### config.mk
export PLATFORM = sky130hd
export DESIGN_NAME = serial_sub_ctrl_flat
export DESIGN_NICKNAME = d
export VERILOG_FILES = /design/src/rtl/serial_sub_pkg.sv /design/src/rtl/serial_sub_ctrl_if.sv /design/src/rtl/serial_sub_ctrl_full_sub_bit.sv /design/src/rtl/serial_sub_ctrl.sv /design/src/flat_wrapper.sv
export SDC_FILE = /design/constraint.sdc
export NUM_CORES = 1
export LEC_CHECK = 0
export CORE_MARGIN = 2
export CORE_UTILIZATION = 46
export CTS_CLUSTER_DIAMETER = 50
export DETAILED_ROUTE_END_ITERATION = 10
export PLACE_DENSITY = 0.74
export SLEW_MARGIN = 10
export SYNTH_ARGS = -nofsm -noshare
export SYNTH_HDL_FRONTEND = slang
export SYNTH_HIERARCHICAL = 1
export SYNTH_SLANG_ARGS = --single-unit
### constraint.sdc
create_clock -name clk -period 1.5 [get_ports clk]
set_input_delay 0.3 -clock clk [delete_from_list [all_inputs] [get_ports clk]]
set_output_delay 0.3 -clock clk [all_outputs]
set_load 0.03 [all_outputs]
### src/rtl/serial_sub_pkg.sv
// Shared types and the full-subtractor borrow equation for the bit-serial subtractor.
package serial_sub_pkg;

  localparam logic [1:0] ST_IDLE  = 2'd0;
  localparam logic [1:0] ST_SHIFT = 2'd1;
  localparam logic [1:0] ST_DONE  = 2'd2;

  typedef enum logic [1:0] {
    IDLE  = ST_IDLE,
    SHIFT = ST_SHIFT,
    DONE  = ST_DONE
  } sub_state_t;

  // Borrow out of a 1-bit a_i - b_i - bin.
  function automatic logic full_sub_borrow(input logic a_i, input logic b_i, input logic bin);
    return (~a_i & b_i) | (~(a_i ^ b_i) & bin);
  endfunction

endpackage

### src/rtl/serial_sub_ctrl_if.sv
// Start/result bundle of serial_sub_ctrl; overflow exists only with SERIAL_SUB_OVF_EN.
interface serial_sub_if #(
  parameter int WIDTH = 8
) ();

  logic             start;
  logic [WIDTH-1:0] a;
  logic [WIDTH-1:0] b;
  logic             ready;
  logic             busy;
  logic             done;
  logic [WIDTH-1:0] diff;
  logic             borrow_out;
`ifdef SERIAL_SUB_OVF_EN
  logic             overflow;
`endif

  modport master (
    output start, a, b,
`ifdef SERIAL_SUB_OVF_EN
    input  overflow,
`endif
    input  ready, busy, done, diff, borrow_out
  );

  modport slave (
    input  start, a, b,
`ifdef SERIAL_SUB_OVF_EN
    output overflow,
`endif
    output ready, busy, done, diff, borrow_out
  );

endinterface

### src/rtl/serial_sub_ctrl_full_sub_bit.sv
// Single combinational full-subtractor cell, reused every cycle by serial_sub_ctrl.
module full_sub_bit
  import serial_sub_pkg::*;
(
  input  logic a_i,
  input  logic b_i,
  input  logic bin,
  output logic d,
  output logic bout
);

  assign d    = a_i ^ b_i ^ bin;
  assign bout = full_sub_borrow(a_i, b_i, bin);

endmodule

### src/rtl/serial_sub_ctrl.sv
// Bit-serial a-b controller: one subtractor cell stepped LSB-first over WIDTH cycles.
// Optional signed-overflow output enabled by defining SERIAL_SUB_OVF_EN.
module serial_sub_ctrl
  import serial_sub_pkg::*;
#(
  parameter int WIDTH = 8
) (
  input  logic       clk,
  input  logic       rst_n,
  serial_sub_if.slave bus
);

  localparam int              CNT_W    = $clog2(WIDTH);
  localparam logic [CNT_W-1:0] CNT_LAST = CNT_W'(WIDTH - 1);

  sub_state_t       state, state_next;
  logic [WIDTH-1:0] sa, sb, sr;
  logic [WIDTH-1:0] diff_q;
  logic [CNT_W-1:0] cnt;
  logic             br, borrow_q;
  logic             cell_d, cell_bout;
  logic             accept, last;

  assign accept = (state == IDLE) && bus.start;
  assign last   = (state == SHIFT) && (cnt == CNT_LAST);

  full_sub_bit u_cell (
    .a_i  (sa[0]),
    .b_i  (sb[0]),
    .bin  (br),
    .d    (cell_d),
    .bout (cell_bout)
  );

  // NOTE: non-blocking assignments in clocked blocks so every flop samples pre-edge values.
  always_ff @(posedge clk or negedge rst_n) begin
    if (!rst_n) begin
      state <= IDLE;
    end else begin
      state <= state_next;
    end
  end

  // NOTE: default assignment first so no path through the case leaves state_next unassigned (no latch).
  always_comb begin
    state_next = state;
    unique case (state)
      IDLE:    if (bus.start) state_next = SHIFT;
      SHIFT:   if (cnt == CNT_LAST) state_next = DONE;
      DONE:    state_next = IDLE;
      default: state_next = IDLE;
    endcase
  end

  // NOTE: these are plain registers, not a memory array, so all of them take the async reset.
  always_ff @(posedge clk or negedge rst_n) begin
    if (!rst_n) begin
      sa       <= '0;
      sb       <= '0;
      sr       <= '0;
      br       <= 1'b0;
      cnt      <= '0;
      diff_q   <= '0;
      borrow_q <= 1'b0;
    end else if (accept) begin
      sa  <= bus.a;
      sb  <= bus.b;
      br  <= 1'b0;
      cnt <= '0;
    end else if (state == SHIFT) begin
      sa  <= sa >> 1;
      sb  <= sb >> 1;
      sr  <= {cell_d, sr[WIDTH-1:1]};
      br  <= cell_bout;
      cnt <= cnt + CNT_W'(1);
      // The final shift lands directly in diff; sr itself is only complete one edge later.
      if (last) begin
        diff_q   <= {cell_d, sr[WIDTH-1:1]};
        borrow_q <= cell_bout;
      end
    end
  end

`ifdef SERIAL_SUB_OVF_EN
  logic a_msb, b_msb, ovf_q;

  // Last cell output is the result MSB, so overflow is formed on the same edge as diff.
  always_ff @(posedge clk or negedge rst_n) begin
    if (!rst_n) begin
      a_msb <= 1'b0;
      b_msb <= 1'b0;
      ovf_q <= 1'b0;
    end else begin
      if (accept) begin
        a_msb <= bus.a[WIDTH-1];
        b_msb <= bus.b[WIDTH-1];
      end
      if (last) ovf_q <= (a_msb != b_msb) && (cell_d != a_msb);
    end
  end

  assign bus.overflow = ovf_q;
`endif

  assign bus.ready      = (state == IDLE);
  assign bus.busy       = (state == SHIFT) || (state == DONE);
  assign bus.done       = (state == DONE);
  assign bus.diff       = diff_q;
  assign bus.borrow_out = borrow_q;

endmodule

### src/flat_wrapper.sv
// flat-port wrapper written by rule: the top's interface ports become plain ports
module serial_sub_ctrl_flat import serial_sub_pkg::*;
#(
  parameter int WIDTH = 8
)
  (clk, rst_n, bus_start, bus_a, bus_b, bus_ready, bus_busy, bus_done, bus_diff, bus_borrow_out);
  serial_sub_if #(.WIDTH(WIDTH)) bus_i ();
  input  logic clk;
  input  logic rst_n;
  input wire logic [$bits(bus_i.start)-1:0] bus_start;
  input wire logic [$bits(bus_i.a)-1:0] bus_a;
  input wire logic [$bits(bus_i.b)-1:0] bus_b;
  output wire logic [$bits(bus_i.ready)-1:0] bus_ready;
  output wire logic [$bits(bus_i.busy)-1:0] bus_busy;
  output wire logic [$bits(bus_i.done)-1:0] bus_done;
  output wire logic [$bits(bus_i.diff)-1:0] bus_diff;
  output wire logic [$bits(bus_i.borrow_out)-1:0] bus_borrow_out;
  assign bus_i.start = bus_start;
  assign bus_i.a = bus_a;
  assign bus_i.b = bus_b;
  assign bus_ready = bus_i.ready;
  assign bus_busy = bus_i.busy;
  assign bus_done = bus_i.done;
  assign bus_diff = bus_i.diff;
  assign bus_borrow_out = bus_i.borrow_out;
  serial_sub_ctrl #(.WIDTH(WIDTH)) u_core (.clk(clk), .rst_n(rst_n), .bus(bus_i));
endmodule
==> results.md, run 1 <==
* First-pass GRT wire length at roughly 5300 um
* Count of unique library cells instantiated by Yosys at 20
* # H-tree levels at 2
* Crit Path Max Fanout at 2
* Largest net degree at the start of global routing at 39
* CTS Sinks at 38
* Setup violations, final at 0
* Layout area overhead at 32.8%
* Number of global-route vias before repair at 1156
* Final Hold Vio Count at 0
* RSZ-0062 raised after global routing: yes
* GR Util All Layers at 16.6%
* Routed WL per cell at 13.5 um
* Root buf cell: clkbuf_8
* Antenna Nets Post-Route at 0
* Slew margin rel. at 68.7%
* Worst slew pin tran at 0.469 ns
* Period minus WS final at around 1.5 ns
* # rows at 22
* Final instance area at approximately 2300 um2
* Part of the cycle the worst path needs at between 90% and 100%
* Post-synth EDFFs at 0
* CTS Hold Bufs at 0
* Cell family with most CP delay: flip-flops
* Synthesized area at 1710 um2
* YS warnings at 6
* Finished Layout Cells at 226
* Main synth FF type: dfrtp_1
* Synth top cells by count: 38 x dfrtp_1, 17 x mux2_2, 17 x mux2i_1, 17 x nand2_1, 17 x o21ai_0
* Peak supply drop at 1.27 mV
* Port Buffers at 30
* FMAX at around 670 MHz
* Starting Density at between 40% and 50%
* Post-Syn Nets at 164
* RD Place Congestion at 0.675
* Total grt overflow at 0
* Most frequent cell after synthesis: dfrtp_1
* PD cells at a little under 2000 nW/um2
* Top cell by count, worst path: buf_6
* Largest area contributor in the netlist: dfrtp_1
* CP max stage cell: dfrtp_1
* Initial DRC count at 26
* Worst-skew pair later-pin latency at about 0.28 ns
* LEAKAGE at 0.00108 uW
* Worst-path cell chain: inv_2 -> buf_6 -> ha_4 -> buf_6
* Synth top area share at 55.5%
* Asr flop ratio synth at 100%
* First-pass DRT Iterations at 4
* Hold Crit Class: in -> async
* CTS Buf Count at 5
* CTS Buffer Depth at 2
* Post-Synthesis Cells at 138
* Yosys reg bits at 38
* Seq/Total Area, Yosys at 55.5%
* Die width at around 65 um
* Initial antenna violation count at 0
* I/O Pins at 31
* Vias per cell at 4.91
* Slew Limit Fails at 0
* Area of the die at 4230 um2
* Max-cap viol count at 0
* DRC viols at 0
* Share of layout cells above drive strength 1 at 25.3%
* Required time worst endpoint at 1.20 ns
* Buffers & Inverters on Critical Path at 3
* Slowest stage delay, CP at 0.37 ns
* ANT cells at 0
* Via count at 1110
* Placed cell area at just over 2000 um2
* Cell total after placement at between 200 and 250
* Critical path data arrival time at 1.19 ns
* Final HPWL DP at 1990 um
* CP Launch Type: flop
* Crit end category: primary output
* CTS tree: yes
* Total wire length at between 3000 and 4000 um
* Clock transition at path regs at 0.08 ns
* Core outline area at ~3600 um2
* RR Startpoint: u_core/state[1]
* Fin nets at between 200 and 250
* Syn Area/Cell at 12.4 um2
* Clock Skews at 0.00991 ns
* Die height at 65.0 um
* Area contributors post-synth: dfrtp_1 56%, mux2_2 11%, mux2i_1 9.9%
* Crit path kind: reg -> out
* Outcome: completed
* Critical path origin: u_core/state[1]
[worst paths after layout]
path                       slack (ns)  cells past startpoint                 end
setup / recovery                 0.01                      4            bus_busy
hold / removal                   0.06                      2        u_core/sb[5]
setup reg to reg                 0.02                      6  u_core/bus.diff[5]
hold reg to reg                  0.50                      1  u_core/bus.diff[7]
max in group asynchronous        1.11                      2        u_core/sa[6]
min in group clk                 0.50                      1  u_core/bus.diff[7]
[per-stage QoR]
step	worst slack, ns	utilization, %	total power [uW]	setup TNS [ns]	hold slack [ns]
after global placement	-0.0536	57.1	3520	-0.853	0.365
after global routing	-0.0524	62.6	4840	-0.463	0.0849
final	0.00988	62.6	4510	0	0.0604
after detailed placement	-0.0889	57.1	3620	-1.55	0.369
after floorplan	0.00506	-	3110	0	0.00441
after CTS	0.00166	61.9	4530	0	0.0650
[logic make-up (layout without fill, tap and decap cells)]
logic type	count (synthesis)	after routing	share of synthesized area, %
xor gates and xnor gates	1	1	0.511
AOI/OAI and AO/OA	19	19	5.70
buffers and inverters	13	52	4.24
adders and majority gates	7	7	5.55
muxes	34	34	21.1
DFF	38	38	55.5
and+or+nand+nor	26	27	7.38
[registers in the layout (all words and copies together) (netlist names)]
signal and cells:
u_core/bus.borrow_out 1, u_core/sa 8, u_core/cnt 3, u_core/state 2, u_core/br 1, u_core/sr 7
u_core/sb 8, u_core/bus.diff 8
[layer usage]
layer  wire [um]  vias to the layer above  share of wire (%)  track usage (%)
met5           0                        -                  0                0
met4          38                        0                1.2             6.25
met3         113                        4                3.7             3.82
met2        1580                       22                 52             26.9
met1        1330                      541                 43             21.7
li1            -                      543                  -                -
[power by group]
| group | internal (uW) | switching (uW) | total, uW |
|---|---|---|---|
| combinational | 975 | 985 | 1960 |
| sequential | 1470 | 254 | 1720 |
| clock | 497 | 329 | 826 |
[final cells by class]
cell class / instances / area [um2]
multi-input combinational: 88 / 767
clock buffer: 7 / 76.3
tap: 48 / 60.1
clock inverter: 1 / 30.0
fill: 288 / 1360
sequential: 38 / 951
inverter: 6 / 22.5
timing repair buffer: 38 / 368
[cell usage in the layout (no fill, tap or decap), drive strengths merged]
cell and n:
bufinv 1, nor2b 1, inv 6, fa 1, clkdlybuf4s50 17, mux2 17, a21oi 1, mux2i 17
o21ai 17, and2 1, o21a 1, clkbuf 7, xnor2 1, nand2b 2, dfrtp 38, ha 6
buf 12, nor2 6, dlygate4sd2 9, nand2 17
[repair_timing]
item / 4_1_cts / 5_1_grt
cloned: 1 / 0
resized for setup: 25 / 3
buffers inserted: 2 / 1
endpoints found under the setup margin: 23 / 22
pin swaps: 2 / 0
Power figures use the tool's default switching activity.
==> run 2: changes to the inputs <==
--- a/config.mk
+++ b/config.mk
@@ -8,6 +8,7 @@
 export CORE_MARGIN = 2
 export CORE_UTILIZATION = 46
 export CTS_CLUSTER_DIAMETER = 50
+export CTS_CLUSTER_SIZE = 16
 export DETAILED_ROUTE_END_ITERATION = 10
 export PLACE_DENSITY = 0.74
 export SLEW_MARGIN = 10
==> results of run 2 <==
Same layout as run 1: the final DEF is identical, and so are final timing and power.
==> run 3: changes to the inputs <==
--- a/config.mk
+++ b/config.mk
@@ -6,11 +6,12 @@
 export NUM_CORES = 1
 export LEC_CHECK = 0
 export CORE_MARGIN = 2
-export CORE_UTILIZATION = 46
+export CORE_UTILIZATION = 51
 export CTS_CLUSTER_DIAMETER = 50
 export CTS_CLUSTER_SIZE = 16
 export DETAILED_ROUTE_END_ITERATION = 10
-export PLACE_DENSITY = 0.74
+export GPL_ROUTABILITY_DRIVEN = 0
+export PLACE_DENSITY = 0.78
 export SLEW_MARGIN = 10
 export SYNTH_ARGS = -nofsm -noshare
 export SYNTH_HDL_FRONTEND = slang
==> constraint.sdc (replaced) <==
create_clock -name clk -period 1.7 [get_ports clk]
set_input_delay 0.34 -clock clk [delete_from_list [all_inputs] [get_ports clk]]
set_output_delay 0.34 -clock clk [all_outputs]
set_load 0.03 [all_outputs]
==> results.md, run 3 (same netlist as run 1, synthesis figures left out) <==
* # H-tree levels at 2
* Worst slew pin tran at 0.464 ns
* Clock transition at path regs at about 0.12 ns
* Switching power total at 1330 uW
* Antenna Nets Post-Route at 0
* First-pass DRT Iterations at 4
* Hold WS at 0.0222 ns
* Layout area overhead at 22.6%
* Initial antenna violation count at 0
* LEAKAGE at 0.00103 uW
* Initial DRC count at 38
* Routed WL per cell at around 13 um
* PD cells at 1740 nW/um2
* Outcome: completed
* Peak supply drop at 0.836 mV
* # Post-CTS Setup Buffers at 0
* GR Util All Layers at between 10% and 20%
* GR Layer Usage met3 at between 3 and 4%
* ANT cells at 0
* Gr busiest metal: met2
* Slew margin rel. at 69.1%
* Hold Crit Class: in -> async
* I/O Pins at 31
* Critical path data arrival time at 1.29 ns
* Most common cell after layout, fill and taps aside: dfrtp_1
* DRC viols at 0
* Final HPWL DP at 2070 um
* Sw frac at between 30% and 40%
* Slew Limit Fails at 0
* Setup violations, final at 0
* Root buf cell: clkbuf_4
* Crit Path Max Fanout at 3
* Required time worst endpoint at approximately 1.4 ns
* Share of layout cells above drive strength 1 at 20.2%
* Internal at 2330 uW
* Crit path kind: reg -> out
* Seq. cell area at between 900 and 1000 um2
* GR Layer Usage met2 at 30.7%
* Fin nets at 198
* Number of global-route vias before repair at 1136
* Port Buffers at 30
* Vias per cell at 4.89
* CTS Hold Bufs at 0
* First-pass GRT wire length at 4800 um
* Via count at 1072
* Final Hold Vio Count at 0
* FMAX at slightly above 600 MHz
* Clock share of power at 15.9%
* Period minus WS final at 1.63 ns
* Total power at approximately 3700 uW
* RSZ-0062 raised after global routing: no
* Worst-skew pair later-pin latency at approximately 0.33 ns
* Multi-input logic area at about 700 um2
* # rows at 21
* Total grt overflow at 0
* CTS Sinks at 38
* CP Launch Type: flop
* Core outline area at 3280 um2
* Starting Density at 52.2%
* Clock Skews at 0.0148 ns
* Gate power share at 42.6%
* Flop pwr share at about two fifths
* Die width at 62.0 um
* Largest net degree at the start of global routing at 39
* Worst reg-to-reg setup slack at 0.12 ns
* CTS Buf Count at 5
* Crit end category: primary output
* Met1 usage at 20.8%
* Total wire length at just under 3000 um
* CTS tree: yes
* Area of the die at between 3000 and 4000 um2
* CTS Buffer Depth at 2
* Fill count at 267
* Max-cap viol count at 0
* Part of the cycle the worst path needs at around 96%
* Die height at 62.0 um
==> run 3: changes by cell type in the layout (fill, tap and decap cells not counted), sizes merged <==
cell / previous run / this run
clkbuf: 7 / 5
nor2: 6 / 5
buf: 12 / 8
clkinv: 0 / 2
==> run 3: worst paths after layout <==
kind,from,to,cells after the start
min reg2reg,u_core/bus.diff[2],u_core/bus.diff[2],1
max,u_core/state[0],bus_busy,3
min,rst_n,u_core/bus.diff[5],2
max reg2reg,u_core/state[1],u_core/bus.diff[1],5
max in group asynchronous,rst_n,u_core/br,2
min in group clk,u_core/bus.diff[2],u_core/bus.diff[2],1
==> run 3: worst max-delay path, stage by stage, from the launching register on <==
cell and delay (ns):
dfrtp_1 0.40, inv_1 0.09, ha_1 0.30, buf_4 0.17
==> run 3: per-layer routing <==
layer / wire (um) / vias to the layer above
li1: - / 534
met1: 1330 / 519
met2: 1480 / 17
met3: 103 / 2
met4: 19 / 0
met5: 0 / -
==> run 3: layout make-up <==
type / count / share of cell area (%)
Multi-Input combinational cell: 87 / 32.8
Clock inverter: 3 / 1.91
Sequential cell: 38 / 45.3
Inverter: 6 / 1.07
Timing Repair Buffer: 34 / 14.4
Tap cell: 46 / 2.74
Clock buffer: 5 / 1.79
==> run 3: timing repair <==
action	in CTS	in global routing
pin swaps	0	0
resized for setup	17	2
gates cloned	0	0
setup endpoints to repair	11	1
==> run 3: power groups by stage <==
stage	combinational [uW]	clock (uW)	sequential, uW
after floorplan	1100	0	1600
after global placement	1550	0	1510
after detailed placement	1630	0	1540
after CTS	1580	603	1520
after global routing	1730	645	1570
final	1560	582	1520
==> run 3: per-stage QoR <==
step           area, um2  setup TNS [ns]  cells  setup WS, ns  util, %
3_5_place_dp        2040         -0.0121    211       -0.0121     62.2
2_1_floorplan       1710               0    138        0.0370        -
6_report            2100               0    219        0.0700     63.9
4_1_cts             2110               0    219       0.00143     64.1
3_3_place_gp        2040               0    211        0.0571     62.2
5_1_grt             2100               0    219       0.00582     63.9
